==> src/rtl/program_encoder.sv <==
// Streaming instruction encoder and program-memory loader for the picoMIPS core.
// Optional running XOR checksum of written words: define PROGRAM_ENCODER_CHECKSUM_EN.
module program_encoder #(
    parameter int RW    = 3,
    parameter int IW    = 8,
    parameter int DEPTH = 32,
    localparam int AW   = $clog2(DEPTH),
    localparam int WW   = 3 + 2 * RW + IW
) (
    input  logic          clk,
    input  logic          n_reset,
    input  logic          start,
    input  logic          in_valid,
    output logic          in_ready,
    input  logic          in_last,
    input  logic [2:0]    opcode,
    input  logic [RW-1:0] rd,
    input  logic [RW-1:0] rs,
    input  logic [IW-1:0] imm,
    output logic          mem_we,
    output logic [AW-1:0] mem_addr,
    output logic [WW-1:0] mem_wdata,
    output logic [AW:0]   count,
    output logic          done,
    output logic          err,
    output logic [WW-1:0] checksum
);

    typedef enum logic [1:0] {IDLE, FILL, DONE} state_t;

    localparam logic [AW:0]   CNT_ONE  = 1;
    localparam logic [AW-1:0] PTR_ONE  = 1;
    localparam logic [AW-1:0] PTR_LAST = AW'(DEPTH - 1);

    state_t        state_q, state_d;
    logic [AW-1:0] wr_ptr;
    logic [AW-1:0] addr_q;
    logic [WW-1:0] wdata_q;
    logic          we_q;
    logic [AW:0]   count_q;
    logic          err_q;
    logic          accept;
    logic          legal;
    logic          last_slot;
    logic [WW-1:0] word;

    // Unused fields of each instruction format are zeroed so the decoder sees canonical words.
    always_comb begin
        word  = '0;
        legal = 1'b1;
        case (opcode)
            3'b000:                 word = '0;
            3'b001, 3'b011, 3'b100: word = {opcode, rd, {RW{1'b0}}, imm};
            3'b010:                 word = {opcode, rd, rs, {IW{1'b0}}};
            default:                legal = 1'b0;
        endcase
    end

    assign in_ready  = (state_q == FILL);
    assign accept    = in_valid && in_ready;
    assign last_slot = (wr_ptr == PTR_LAST);

    always_ff @(posedge clk or negedge n_reset) begin
        if (!n_reset) state_q <= IDLE;
        else          state_q <= state_d;
    end

    always_comb begin
        state_d = state_q;
        if (start)
            state_d = FILL;
        else if (accept && (in_last || (legal && last_slot)))
            state_d = DONE;
    end

    // wr_ptr saturates at the last slot; the FSM leaves FILL on that write, so it never wraps.
    always_ff @(posedge clk or negedge n_reset) begin
        if (!n_reset) begin
            wr_ptr  <= '0;
            addr_q  <= '0;
            wdata_q <= '0;
            we_q    <= 1'b0;
            count_q <= '0;
            err_q   <= 1'b0;
        end else begin
            we_q <= 1'b0;
            if (we_q)
                count_q <= count_q + CNT_ONE;
            if (start) begin
                wr_ptr  <= '0;
                addr_q  <= '0;
                count_q <= '0;
                err_q   <= 1'b0;
            end else if (accept) begin
                if (legal) begin
                    we_q    <= 1'b1;
                    addr_q  <= wr_ptr;
                    wdata_q <= word;
                    if (!last_slot)
                        wr_ptr <= wr_ptr + PTR_ONE;
                end else begin
                    err_q <= 1'b1;
                end
            end
        end
    end

    assign mem_we    = we_q;
    assign mem_addr  = addr_q;
    assign mem_wdata = wdata_q;
    assign count     = count_q;
    assign err       = err_q;
    assign done      = (state_q == DONE);

`ifdef PROGRAM_ENCODER_CHECKSUM_EN
    logic [WW-1:0] csum_q;

    always_ff @(posedge clk or negedge n_reset) begin
        if (!n_reset)
            csum_q <= '0;
        else if (start)
            csum_q <= '0;
        else if (we_q)
            csum_q <= csum_q ^ wdata_q;
    end

    assign checksum = csum_q;
`else
    assign checksum = '0;
`endif

endmodule

==> config.mk <==
export PLATFORM = sky130hd
export DESIGN_NAME = program_encoder
export DESIGN_NICKNAME = d
export VERILOG_FILES = /design/src/rtl/program_encoder.sv
export SDC_FILE = /design/constraint.sdc
export NUM_CORES = 1
export LEC_CHECK = 0
export ABC_CLOCK_PERIOD_IN_PS = 3600
export CORE_ASPECT_RATIO = 0.8
export CORE_MARGIN = 5
export CORE_UTILIZATION = 47
export DETAILED_ROUTE_END_ITERATION = 16
export PLACE_DENSITY = 0.84
export SLEW_MARGIN = 20
export SYNTH_ARGS = -nofsm -noshare
export SYNTH_HDL_FRONTEND = slang
export SYNTH_SLANG_ARGS = --single-unit
==> constraint.sdc <==
create_clock -name clk -period 3.6 [get_ports clk]
set_input_delay 0.36 -clock clk [delete_from_list [all_inputs] [get_ports clk]]
set_output_delay 0.36 -clock clk [all_outputs]
set_load 0.03 [all_outputs]
# Word level (Yosys, flattened, before mapping)

Index checks and enable logic that the tools add are counted.
W data, S select, Z words.

Output and inout port bits: 49
Register bits after elaboration: 37
Input bits: 22
Word-level logic and storage cells: 53

Mux-type cells: 19
Add/sub/neg operators: 2
Equality and inequality tests: 9
Bitwise gates (word level): 1
Reductions and logical operators: 15

Operators with widths:

| kind                  | number |
|---|---|
| $mux W5               | 7 |
| $pmux W17 S2          | 1 |
| $mux W6               | 2 |
| $reduce_bool A2 Y1    | 4 |
| $mux W1               | 7 |
| $add A6 B1 Y6 const B | 1 |
| $eq A3 B2 Y1 const B  | 2 |
| $reduce_and A3 Y1     | 2 |
| $add A5 B1 Y5 const B | 1 |
| $eq A5 B5 Y1 const B  | 1 |
| $reduce_or A5 Y1      | 1 |
| $mux W2               | 2 |
| $ne A2 B2 Y1 const B  | 2 |
| $reduce_and A2 Y1     | 2 |
| $eq A3 B1 Y1 const B  | 1 |
| $eq A3 B3 Y1 const B  | 1 |
| $logic_and A1 B1 Y1   | 3 |
| $logic_not A3 Y1      | 1 |
| $reduce_or A3 Y1      | 1 |
| $eq A2 B1 Y1 const B  | 1 |
| $eq A2 B2 Y1 const B  | 1 |
| $logic_or A1 B1 Y1    | 1 |
| $not A1 Y1            | 1 |

# Logic depth before layout (Yosys ltp)

Depth in word-level cells: 8
Depth in mapped cells: 7
Gate-level depth less buffers: 6

# Worst setup path before layout

No wires, ideal clock.

Path type: register to register
From: reg wr_ptr[0]
To: reg wr_ptr[3]
Slack: 1.831 ns
Cell stages (with the launch flop): 6
Clock period less this slack: 1.769 ns
Library setup time: 0.125 ns
Data arrival time: 1.645 ns
Buffers on the path: 0
Required time: 3.475 ns
Cell sequence: dfrtp_1 -> ha_1 -> and3_1 -> ha_1 -> nor4_1 -> mux2_2

Word-level cells in the longest chain between the ends: 5
Elaborated cells on any way between the ends: 8
Those cells by class: add/sub: 1; eq/ne: 2; mux: 4; reduce/logical: 1

Ends and longest elaborated chain:

| item                   | line | source |
|---|---|---|
| start, declared        | 36   | `logic [AW-1:0] wr_ptr;` |
| start signal, assigned | 100  | `wr_ptr <= wr_ptr + PTR_ONE;` |
| $add A5 B1 Y5          | 100  |  |
| $mux W5                | 99   | `if (!last_slot)` |
| $mux W5                | 95   | `if (legal) begin` |
| $mux W5                | 94   | `end else if (accept) begin` |
| $mux W5                | 89   | `if (start) begin` |

Parallel ways exist; a longest one is shown, timed or not. The select of a mux whose other input is x is not followed.
A chain may end at the register's enable or synchronous reset.

# Worst setup path in the final report

From: in opcode[0]
To: reg wdata_q[14], in the netlist mem_wdata[14]

Word-level cells in the longest chain between the ends: 4
Elaborated cells on any way between the ends: 10
Those cells by class: eq/ne: 4; mux: 2; reduce/logical: 4

Ends and longest elaborated chain:

| item                                 | line | source |
|---|---|---|
| start, declared                      | 16   | `input logic [2:0] opcode,` |
| $eq A3 B2 Y1 (tied with other cells) | 51   | `case (opcode)` |
| $reduce_or A5 Y1 (no source line)    | n/a  |  |
| $mux W1                              | 51   |  |
| $reduce_and A3 Y1 (no source line)   | n/a  |  |
| end signal, assigned                 | 98   | `wdata_q <= word;` |
| end, declared                        | 38   | `logic [WW-1:0] wdata_q;` |

Parallel ways exist; a longest one is shown, timed or not.

==> qor.csv <==
stage;metric;value;unit
setup_path;critPathMaxStageDelay;0.58;ns
sta;rsz0062_at_grt;no;
sta;worst_pin_slew;0.775;ns
layout;nets;263;
layout;nFillCells;331;
setup_path;cp_cell_sequence;clkdlybuf4s50_1 -> o21a_1 -> buf_4 -> or3_1 -> inv_1 -> mux2_2;
setup_path;worstPathArrival;2.36;ns
power_and_ir_drop;clkPwrFrac;32.3;%
floorplanning;die-area;5420;µm²
sta;fin_ws;1.41;ns
floorplanning;dieHeight;66.9;µm
power_and_ir_drop;p_seq_share;42.3;%
detailed_routing;wl_per_cell;14.3;µm
power_and_ir_drop;p_switching;0.000339;W
cts;cts_resized;0;
power_and_ir_drop;ir_drop;217;µV
setup_path;crit_buf_inv;3;
global_route;track_usage;17.4;%
sta;maxClockFrequency;0.456;GHz
placed_design;routabilityCongestion;0.767;
sta;final.setup_skew;0.00268;ns
power_and_ir_drop;switching_share;30.0;%
cts;htreeDepth;2;
detailed_routing;drt_iter0_drc;118;
setup_path;required;3.77;ns
sta;finalHoldViolCount;0;
sta;fin_crit_sh;60.9;%
cts;clk_pin_slew;0.07;ns
detailed_routing;vias_per_cell;5.18;
global_route;first_global_vias;1459;
global_route;overflow;0;
sta;finalSetupViolCount;0;
min_path;hold_path.class;in2async;
cts;clk_path_buf_depth;2;
placed_design;io_buffers;53;
detailed_routing;drc;0;
setup_path;cp_top_family;buffers and inverters;
detailed_routing;wl;4.21;mm
floorplanning;io_pins;71;
job;maxCapViolations;0;
setup_path;path_max_fanout;26;
power_and_ir_drop;p_int;0.000789;W
power_and_ir_drop;pwr_density_cell;454;nW/µm²
floorplanning;design.core.area;3850;µm²
sta;final_max_slew_viol_count;0;
global_route;antenna_found_initial;0;
cts;clkLatencyLatePin;0.28;ns
outcome;status;finished clean;
setup_path;startpoint_type;primary input;
cts;cts_setup_buffers;0;
cts;holdBufCountCts;0;
global_route;grt_pass1_wl;7.07;mm
layout;antenna_cells;0;
sta;setup-tns-final;0;ns
cts;cts-root-buf;clkbuf_8;
layout;ff_latch_area;926;µm²
setup_path;endpoint_kind;flop;
placed_design;dp_hpwl;3.08;mm
logic_synthesis;syn_area_per_cell;10.0;µm²
power_and_ir_drop;p_leak;1.09;nW
cts;cts_sinks;37;
layout;synthToLayoutAreaGrowth;30.7;%
setup_path;slowest_stage;or3_1;
floorplanning;die_w;81.1;µm
logic_synthesis;synth-seq-cells;37;
logic_synthesis;ys_types;30;
floorplanning;placementRows;20;
sta;fin_crit;2.19;ns
placed_design;dp_slack;1.11;ns
logic_synthesis;yosys_warnings;0;
detailed_routing;ant_nets;0;
logic_synthesis;synth_cells;190;
detailed_routing;routed-via-count;1523;
floorplanning;start_util;49.3;%
layout;drive_above_1_share;7.11;%
sta;max-slew-margin-rel;48.3;%
power_and_ir_drop;combPwrFrac;25.4;%
detailed_routing;dr.pass1.iters;4;
logic_synthesis;syn_area;1900;µm²
cts;cts_tree;yes;
cts;cts-buffers-inserted;5;
logic_synthesis;ys_seq_area_share;48.7;%
global_route;grt_max_degree;38;
layout;multi_input_area;786;µm²
setup_path;critPathKind;in2reg;
==> power groups by stage <==
stage	combinational [W]	clock (W)	sequential, W
3_3_place_gp	0.000283	0	0.000484
2_1_floorplan	0.000119	0	0.000547
6_report	0.000286	0.000364	0.000477
5_1_grt	0.000306	0.000388	0.000482
3_5_place_dp	0.000287	0	0.000485
4_1_cts	0.000287	0.000371	0.000477
==> flip-flops by register name (all words and copies together) (netlist names) <==
signal and cells:
wr_ptr 5, count 6, state_q 2, err 1
mem_wdata 17, mem_we 1, mem_addr 5
==> routing by layer <==
| metal | vias to the layer above | global-route usage, % | part of all wire (%) |
|---|---|---|---|
| met3 | 5 | 3.51 | 5.1 |
| met4 | 0 | 6.96 | 0.86 |
| met2 | 51 | 26.3 | 48 |
| li1 | 737 | - | - |
| met1 | 730 | 24.3 | 46 |
| met5 | - | 0 | 0 |
==> stage by stage <==
step                      std cells  hold WS [ns]  total power, W  instance area [µm²]  utilization [%]
after global routing            294         0.222         0.00118                 2480             64.4
after floorplan                 206        0.0644        0.000666                 1960                -
final                           294         0.147         0.00113                 2480             64.4
after CTS                       294         0.171         0.00114                 2480             64.4
after global placement          286         0.461        0.000767                 2370             61.4
after detailed placement        286         0.471        0.000772                 2370             61.4
==> worst reg2reg max path, stage by stage (launching register included) <==
cell,delay (ns)
dfrtp_1,0.43
nand3b_4,0.36
or3_1,0.69
inv_1,0.17
mux2_2,0.35
==> layout by cell type, fill, tap and decap left out, types with 3 or more instances in the layout <==
| cell | n |
|---|---|
| clkdlybuf4s50_1 | 52 |
| dfrtp_1 | 37 |
| o31ai_1 | 25 |
| conb_1 | 17 |
| o21ai_0 | 13 |
| a21oi_1 | 13 |
| inv_1 | 10 |
| nand3_1 | 10 |
| nor2_1 | 9 |
| nand2_1 | 6 |
| clkbuf_8 | 6 |
| nor2b_1 | 5 |
| nand4_1 | 5 |
| mux2_2 | 4 |
| or3_1 | 3 |
| xor2_1 | 3 |
| ha_1 | 3 |
| buf_4 | 3 |
==> path summary, 6_finish.rpt <==
kind	from	end	slack, ns	cells past startpoint
max	opcode[0]	mem_wdata[14]	1.41	6
min	n_reset	mem_wdata[3]	0.15	1
max reg2reg	state_q[1]	mem_wdata[14]	1.49	4
max in group asynchronous	n_reset	mem_addr[1]	2.96	1
min reg2reg	mem_wdata[15]	mem_wdata[15]	0.48	1
min in group clk	mem_wdata[15]	mem_wdata[15]	0.48	1
==> cells in the mapped netlist, drive strengths merged <==
master,instances,area [µm²]
ha,3,37.5
inv,10,37.5
nand3,10,50.1
buf,21,173
nand3b,1,20.0
nand2,6,22.5
mux2i,1,10.0
nor2b,5,31.3
a31o,1,8.76
o21ai,13,65.1
nor4b,1,8.76
o31ai,25,188
clkbuf,10,37.5
or4,1,7.51
mux2,4,45.0
xnor2,1,8.76
a21oi,13,65.1
conb,1,3.75
and3b,1,8.76
and3,1,6.26
dfrtp,37,926
xor2,3,26.3
nand4,5,31.3
or3,3,18.8
nor2,9,33.8
nor4,1,6.26
o21a,1,7.51
a21o,1,7.51
nor3b,1,7.51
==> kinds of logic after synthesis <==
logic type	share of synthesized area [%]
AO/OA/AOI/OAI	18.0
AND/OR/NAND/NOR	13.3
buffers and inverters	13.0
flip-flops	48.7
multiplexers	2.90
XOR/XNOR	1.84
adder cells (fa/ha/maj)	1.98
other	0.197
==> layout make-up <==
cell class | instances | area share (%)
Tap cell | 55 | 2.77
Timing Repair Buffer | 56 | 22.1
Clock buffer | 7 | 3.48
Multi-Input combinational cell | 128 | 31.7
Sequential cell | 37 | 37.3
Inverter | 10 | 1.51
Clock inverter | 1 | 1.21
(Power assumes the default switching activity.)
